[config.mk]
export PLATFORM = sky130hd
export DESIGN_NAME = rng_stream
export DESIGN_NICKNAME = d
export VERILOG_FILES = /design/src/rtl/rng_stream.sv
export SDC_FILE = /design/constraint.sdc
export NUM_CORES = 1
export LEC_CHECK = 0
export BUFFER_PORTS_ARGS = -buffer_cell sky130_fd_sc_hd__buf_2
export CAP_MARGIN = 15
export CORE_ASPECT_RATIO = 0.75
export CORE_MARGIN = 3
export CORE_UTILIZATION = 56
export CTS_CLUSTER_DIAMETER = 120
export DETAILED_ROUTE_END_ITERATION = 7
export PLACE_DENSITY = 0.79
export SLEW_MARGIN = 30
export SYNTH_ARGS = -nofsm -noshare
export SYNTH_HDL_FRONTEND = slang
export SYNTH_SLANG_ARGS = --single-unit
[constraint.sdc]
create_clock -name clk -period 2.5 [get_ports clk]
set_input_delay 0.25 -clock clk [delete_from_list [all_inputs] [get_ports clk]]
set_output_delay 0.25 -clock clk [all_outputs]
set_load 0.05 [all_outputs]
[src/rtl/rng_stream.sv]
// Filtered Galois-LFSR random sample stream with a small FIFO.
// Ports: clk, rst_n, enable, seed_load/seed_in, out_ready -> out_valid, out_data, level, reject_cnt.
module rng_stream #(
    parameter int          WIDTH   = 16,
    parameter int          OUT_W   = 4,
    parameter int          MAX_VAL = 9,
    parameter int          DEPTH   = 4,
    parameter logic [31:0] SEED    = 32'h0000_ACE1
) (
    input  logic                     clk,
    input  logic                     rst_n,
    input  logic                     enable,
    input  logic                     seed_load,
    input  logic [WIDTH-1:0]         seed_in,
    input  logic                     out_ready,
    output logic                     out_valid,
    output logic [OUT_W-1:0]         out_data,
    output logic [$clog2(DEPTH):0]   level,
    output logic [15:0]              reject_cnt
);

    localparam int PW = $clog2(DEPTH);
    localparam int LW = PW + 1;

    localparam logic [31:0] TAPS32 =
        (WIDTH == 8)  ? 32'h0000_00B8 :
        (WIDTH == 16) ? 32'h0000_B400 :
        (WIDTH == 24) ? 32'h00E1_0000 :
                        32'hA300_0000;

    localparam logic [WIDTH-1:0] TAPS    = TAPS32[WIDTH-1:0];
    localparam logic [WIDTH-1:0] SEED_W  = SEED[WIDTH-1:0];
    localparam logic [OUT_W-1:0] MAX_W   = MAX_VAL[OUT_W-1:0];
    localparam logic [LW-1:0]    DEPTH_L = LW'(DEPTH);

    if (!(WIDTH == 8 || WIDTH == 16 || WIDTH == 24 || WIDTH == 32)) begin : g_bad_width
        $error("rng_stream: WIDTH must be 8, 16, 24 or 32");
    end
    if (OUT_W < 1 || OUT_W > WIDTH) begin : g_bad_out_w
        $error("rng_stream: OUT_W must be in 1..WIDTH");
    end
    if (MAX_VAL < 0 || (OUT_W < 31 && MAX_VAL >= (1 << OUT_W))) begin : g_bad_max
        $error("rng_stream: MAX_VAL must be below 2**OUT_W");
    end
    if (DEPTH < 2 || (DEPTH & (DEPTH - 1)) != 0) begin : g_bad_depth
        $error("rng_stream: DEPTH must be a power of two >= 2");
    end
    if (SEED_W == '0) begin : g_bad_seed
        $error("rng_stream: SEED must be nonzero after sizing to WIDTH");
    end

    typedef enum logic [1:0] {
        IDLE  = 2'd0,
        RUN   = 2'd1,
        STALL = 2'd2
    } state_e;

    logic [WIDTH-1:0] lfsr_q, lfsr_d;
    logic [OUT_W-1:0] mem_q [DEPTH];
    logic [OUT_W-1:0] mem_d [DEPTH];
    logic [PW-1:0]    wr_ptr_q, wr_ptr_d;
    logic [PW-1:0]    rd_ptr_q, rd_ptr_d;
    logic [LW-1:0]    level_q, level_d;
    logic [15:0]      rej_q, rej_d;

    state_e           state;
    logic             full;
    logic             empty;
    logic [OUT_W-1:0] cand;
    logic             accept;
    logic             step;
    logic             push;
    logic             pop;

    assign full   = (level_q == DEPTH_L);
    assign empty  = (level_q == '0);
    assign cand   = lfsr_q[OUT_W-1:0];
    assign accept = (cand <= MAX_W);

    // Control state is purely a function of enable and fill level.
    always_comb begin
        state = IDLE;
        if (enable) begin
            state = full ? STALL : RUN;
        end
    end

    // Stepping looks at the pre-pop level, so a pop from a full
    // buffer only frees a slot for the following cycle.
    assign step = (state == RUN) && !seed_load;
    assign push = step && accept;
    assign pop  = !empty && out_ready && !seed_load;

    always_comb begin
        lfsr_d   = lfsr_q;
        mem_d    = mem_q;
        wr_ptr_d = wr_ptr_q;
        rd_ptr_d = rd_ptr_q;
        level_d  = level_q;
        rej_d    = rej_q;

        if (seed_load) begin
            lfsr_d   = (seed_in != '0) ? seed_in : SEED_W;
            wr_ptr_d = '0;
            rd_ptr_d = '0;
            level_d  = '0;
            rej_d    = '0;
        end else begin
            if (step) begin
                lfsr_d = (lfsr_q >> 1) ^ (lfsr_q[0] ? TAPS : '0);
                if (!accept && rej_q != 16'hFFFF) begin
                    rej_d = rej_q + 16'd1;
                end
            end
            if (push) begin
                mem_d[wr_ptr_q] = cand;
                wr_ptr_d        = wr_ptr_q + 1'b1;
            end
            if (pop) begin
                rd_ptr_d = rd_ptr_q + 1'b1;
            end
            if (push && !pop) begin
                level_d = level_q + 1'b1;
            end else if (pop && !push) begin
                level_d = level_q - 1'b1;
            end
        end
    end

    always_ff @(posedge clk or negedge rst_n) begin
        if (!rst_n) begin
            lfsr_q   <= SEED_W;
            mem_q    <= '{default: '0};
            wr_ptr_q <= '0;
            rd_ptr_q <= '0;
            level_q  <= '0;
            rej_q    <= '0;
        end else begin
            lfsr_q   <= lfsr_d;
            mem_q    <= mem_d;
            wr_ptr_q <= wr_ptr_d;
            rd_ptr_q <= rd_ptr_d;
            level_q  <= level_d;
            rej_q    <= rej_d;
        end
    end

    assign out_valid  = !empty;
    assign out_data   = empty ? '0 : mem_q[rd_ptr_q];
    assign level      = level_q;
    assign reject_cnt = rej_q;

endmodule

# == After elaboration in Yosys (flattened, before gate mapping) ==
# Cells that the tools add are included.
# classes
n_mux,23
order_cmp,4
n_bitwise,4
n_reduce_logical,22
n_eq_ne,3
addsub,5
# op_table
op,n
2-to-1 mux 16 bit,7
"adder 16 x 1 -> 16 bit, second input constant",1
bitwise mux 16 bit,1
2-to-1 mux 4 bit,4
"!= test 16 bit, second input constant",1
nonzero test 16 bit,1
XOR 15 x 16 -> 16 bit,1
2-to-1 mux 2 bit,6
2-to-1 mux 3 bit,3
binary-select mux 4 bit (select 2 bit),1
demux 4 bit (select 2 bit),1
logical AND 1 bit,8
nonzero test 2 bit,4
"greater-or-equal comparator 3 bit, second input constant",2
inverter 2 -> 3 bit,2
logical NOT 1 bit,5
"adder 2 x 1 -> 2 bit, second input constant",2
"less-or-equal comparator 4 bit, second input constant",1
AND reduction 2 bit,2
"adder 3 x 1 -> 3 bit, second input constant",1
"equality test 3 bit, second input constant",1
logical NOT 3 bit,1
"less-than comparator 3 x 1 -> 1 bit, second input constant",1
nonzero test 3 bit,1
3 further kinds,3
# word_totals
out_inout_bits,24
regBits,55
elab_cells,70
input_bits,21

# == Depth between registers and ports, before layout ==
# logic_depth
depth_word,11
ltp_mapped,10
depth_no_buf,9

# == Worst setup path before layout ==
# OpenSTA, ideal clock, no wires.
# synth_timing
path_kind,reg-to-reg
startpoint,register level_q[2] (netlist: level[2])
endpoint,register level_q[2] (netlist: level[2])
slack_ps,145
n_path_buf,1
required_ps,2364
setup_ps,136
arrival_ps,2219
synth_period_minus_slack_ps,2355
stages_incl_launch_ff,11
path_cell_list,dfrtp_1 -> or3b_1 -> buf_4 -> nand3_2 -> nor3b_1 -> fa_1 -> inv_1 -> nor3_1 -> a21oi_1 -> a21o_1 -> a31oi_1
# synth_via
elab_chain_cells,9
word_cells_on_any_way,20
classes_between,2 x add/sub; 2 x eq/ne; 5 x mux; 11 x reduce/logical
# synth_lines
item,line_no,text
from (decl),63,"logic [LW-1:0] level_q, level_d;"
from (signal assigned),143,level_q <= level_d;
equality test 3 bit,75,assign full = (level_q == DEPTH_L);
2-to-1 mux 2 bit,84,state = full ? STALL : RUN;
2-to-1 mux 2 bit,83,if (enable) begin
equality test 2 x 1 -> 1 bit,90,assign step = (state == RUN) && !seed_load;
logical AND 1 bit,90,
logical AND 1 bit,91,assign push = step && accept;
logical AND 1 bit or logical NOT 1 bit (tied branches),"122, 124",
2-to-1 mux 3 bit or logical AND 1 bit (tied branches),"122, 124",
2-to-1 mux 3 bit or nonzero test 3 bit (tied branches),--,
# Parallel ways exist; a longest one is shown, timed or not. The select of a mux whose other input is x is not followed.
# A chain may end at the register's enable or synchronous reset.

# == Worst setup path after layout ==
# layout_timing
startpoint,register lfsr_q[1]
endpoint,register level_q[2] (netlist: level[2])
# layout_via
elab_chain_cells,5
word_cells_on_any_way,8
classes_between,1 x order compare; 2 x mux; 5 x reduce/logical
# layout_lines
item,line_no,text
from (decl),58,"logic [WIDTH-1:0] lfsr_q, lfsr_d;"
from (signal assigned),139,lfsr_q <= lfsr_d;
less-or-equal comparator 4 bit *,78,assign accept = (cand <= MAX_W);
logical AND 1 bit *,91,
logical AND 1 bit or logical NOT 1 bit (tied branches),"122, 124",
2-to-1 mux 3 bit or logical AND 1 bit (tied branches),"122, 124",
2-to-1 mux 3 bit or nonzero test 3 bit (tied branches),--,
# Every way passes the cells marked *; elsewhere a longest branch is shown, timed or not.

==> flow_summary.json <==
{
  "finalPower_mw": 2.84,
  "layout.nets": 331,
  "die_w_um": 88.7,
  "hold_viol": 0,
  "ys.flop_type": "dfrtp_1",
  "drv_cap": 0,
  "path_delay_family": "compound AO/OA/AOI/OAI gates",
  "tns_ns": 0,
  "wl_per_cell_um": 15.9,
  "antenna_found_initial": 0,
  "postLayoutSetupSlackWorst_ns": 0.202,
  "hold_class": "in -> async",
  "cp_max_fo": 8,
  "io_buffer_count": 44,
  "ctsResizeCount": 0,
  "dr.pass1.iters": 4,
  "post-route-drc-count": 0,
  "leakagePower_nw": 1.44,
  "dpl.cell_count": 354,
  "tritoncts": "built",
  "grt_pass1_vias": 1949,
  "clkTransAtPathRegs_ns": 0.10,
  "ys_ff_latch": 55,
  "cp_slowest_cell": "dfrtp_1",
  "die_y_um": 68.0,
  "synth_top_area_share_pct": 41.0,
  "syn_area_um2": 2870,
  "layoutNonFillerInstCount": 362,
  "vias_per_cell": 5.94,
  "ios": 45,
  "synth_edf_count": 0,
  "post-route-cell-area_um2": 3210,
  "wl_mm": 5.76,
  "synth_nets": 289,
  "cts.sinks": 55,
  "cp_data_arrival_time_ns": 2.53,
  "cp-start-kind": "register",
  "num_antenna_cells": 0,
  "fmax_ghz": 0.435,
  "cp_slowest_stage_delay_ns": 0.47,
  "synthDistinctLibCells": 41,
  "areaGrowthSynthToFinish_pct": 11.8,
  "timing.final.crit_share_pct": 91.9,
  "worstSkewPairLatency_ns": 0.31,
  "cts_buffers": 5,
  "initial_core_util_pct": 61.1,
  "ys_warn_count": 0,
  "rows": 21,
  "fillers": 372,
  "grt_max_degree": 56,
  "layout-drive-gt1-share_pct": 30.8,
  "gp_congestion": 0.817,
  "dp_slack_ns": 0.271,
  "ir_drop_mv": 0.433,
  "multi_input_area_um2": 1400,
  "synth_top_area_cell": "dfrtp_1",
  "syn_area_per_cell_um2": 11.0,
  "synthArstFlopShare_pct": 100,
  "status": "finished, final reports clean",
  "htreeDepth": 2,
  "rsz0062_at_grt": "false",
  "drv_slew": 0,
  "worstPathRequired_ns": 2.73,
  "endpoint_kind": "register",
  "ys_seq_area_share_pct": 48.3,
  "grt_overflow_total": 0,
  "drt-initial-drc-count": 162,
  "cts_hold_buf": 0,
  "synthTopCellsByArea": "dfrtp_1, mux2_2, dfstp_2",
  "utilization_pct": 68.2,
  "final-setup-viol-count": 0,
  "cts_root_buf": "clkbuf_8",
  "whs_ns": 0.0611,
  "tightest_slew_ns": 0.683,
  "gr-usage-all-layers_pct": 20.7,
  "dieArea_um2": 6030,
  "clock-skew-final_ns": 0.00747,
  "critPathKind": "reg -> reg",
  "core_um2": 4700,
  "antenna_left": 0,
  "post_cts_buffers": 0,
  "powerDensity_nw_per_um2": 884,
  "seq_area_um2": 1390,
  "place_area_um2": 3130,
  "vias": 2150,
  "crit_path_cell_trace": "o21ai_0, nand3_2, nor3b_1, fa_1, inv_1, nor3_1, a21oi_1, a21o_1, a31oi_1",
  "post-route-min-period_ns": 2.30,
  "clock_path_buffers": 2,
  "cp.buffers_inverters": 1,
  "relSlewSlack_pct": 54.5,
  "grt_pass1_wl_mm": 9.53,
  "dp_hpwl_mm": 4.13,
  "synthCells": 262
}
==> cell families after synthesis <==
kind of cell / count (synthesis) / synth area share [%]
xor+xnor: 14 / 4.27
simple gates: 86 / 16.3
mux: 37 / 15.6
flops: 55 / 48.3
fa+ha+maj: 6 / 2.88
buf+inv: 19 / 2.92
compound gates: 45 / 9.72
==> cells in the mapped netlist, drive strengths merged, types with 5 or more instances <==
cell type and n:
a21oi 11, clkbuf 8, dfrtp 47, dfstp 8, ha 5, inv 7
mux2 23, mux2i 10, nand2 23, nand3 8, nand4 7, nor2 16
nor2b 7, nor4 8, o21ai 16, o22a 8, or3 6, xnor2 12
==> final timing paths <==
path                       slack, ns        endpoint  cells past startpoint        from
max in group asynchronous       1.99       lfsr_q[4]                      2       rst_n
min reg2reg                     0.51        mem_q[0]                      1    mem_q[0]
min in group clk                0.17       lfsr_q[3]                      3  seed_in[3]
min                             0.06  reject_cnt[13]                      2       rst_n
max                             0.20        level[2]                      9   lfsr_q[1]
max reg2reg                     0.20        level[2]                      9   lfsr_q[1]
==> layout make-up <==
class / instances / area share (%)
well taps: 57 / 2.22
flip-flops and latches: 55 / 43.2
inverters: 7 / 0.819
clock buffers: 7 / 2.38
clock inverters: 1 / 0.156
multi-input cells: 188 / 43.7
repair buffers: 47 / 7.56
==> placed cells by master (no fill, tap or decap), types with 2 or more instances in the layout <==
| master | Yosys | final |
|---|---|---|
| buf_2 | 1 | 44 |
| mux2_2 | 23 | 23 |
| nand3_1 | 6 | 6 |
| nand4_1 | 7 | 7 |
| o31ai_1 | 3 | 3 |
| or3_1 | 6 | 6 |
| o22ai_1 | 2 | 2 |
| nor4_1 | 8 | 8 |
| buf_4 | 3 | 3 |
| xnor2_1 | 12 | 12 |
| inv_1 | 7 | 7 |
| o21ai_0 | 16 | 16 |
| nor3_1 | 2 | 2 |
| a21oi_1 | 11 | 11 |
| and4_1 | 2 | 2 |
| nor2b_1 | 7 | 7 |
| dfrtp_1 | 47 | 47 |
| nand2_1 | 22 | 22 |
| clkbuf_1 | 8 | 2 |
| nor2_1 | 16 | 16 |
| or4_1 | 2 | 2 |
| mux2i_1 | 10 | 10 |
| dfstp_2 | 8 | 8 |
| clkbuf_8 | 0 | 5 |
| o22a_1 | 8 | 8 |
| xor2_1 | 2 | 2 |
| ha_1 | 5 | 5 |
| mux4_2 | 4 | 4 |
==> registers in the layout (all words and copies together) (netlist names) <==
signal	flops
lfsr_q	16
mem_q	16
reject_cnt	16
level	3
rd_ptr_q	2
wr_ptr_q	2
==> power by group <==
group	leakage (nW)	switching [mW]	internal, mW	total [mW]
combinational	0.695	0.671	0.456	1.13
clock	0.0422	0.277	0.198	0.474
sequential	0.704	0.154	1.08	1.23
==> per-layer routing <==
layer	up-vias	track usage, %	part of all wire [%]
met4	0	4.53	0.69
met3	5	3.97	5.5
met1	1042	31.6	50
met2	73	30.6	43
met5	-	0	0
li1	1030	-	-
Note: power is estimated with default switching activity, not from simulation.
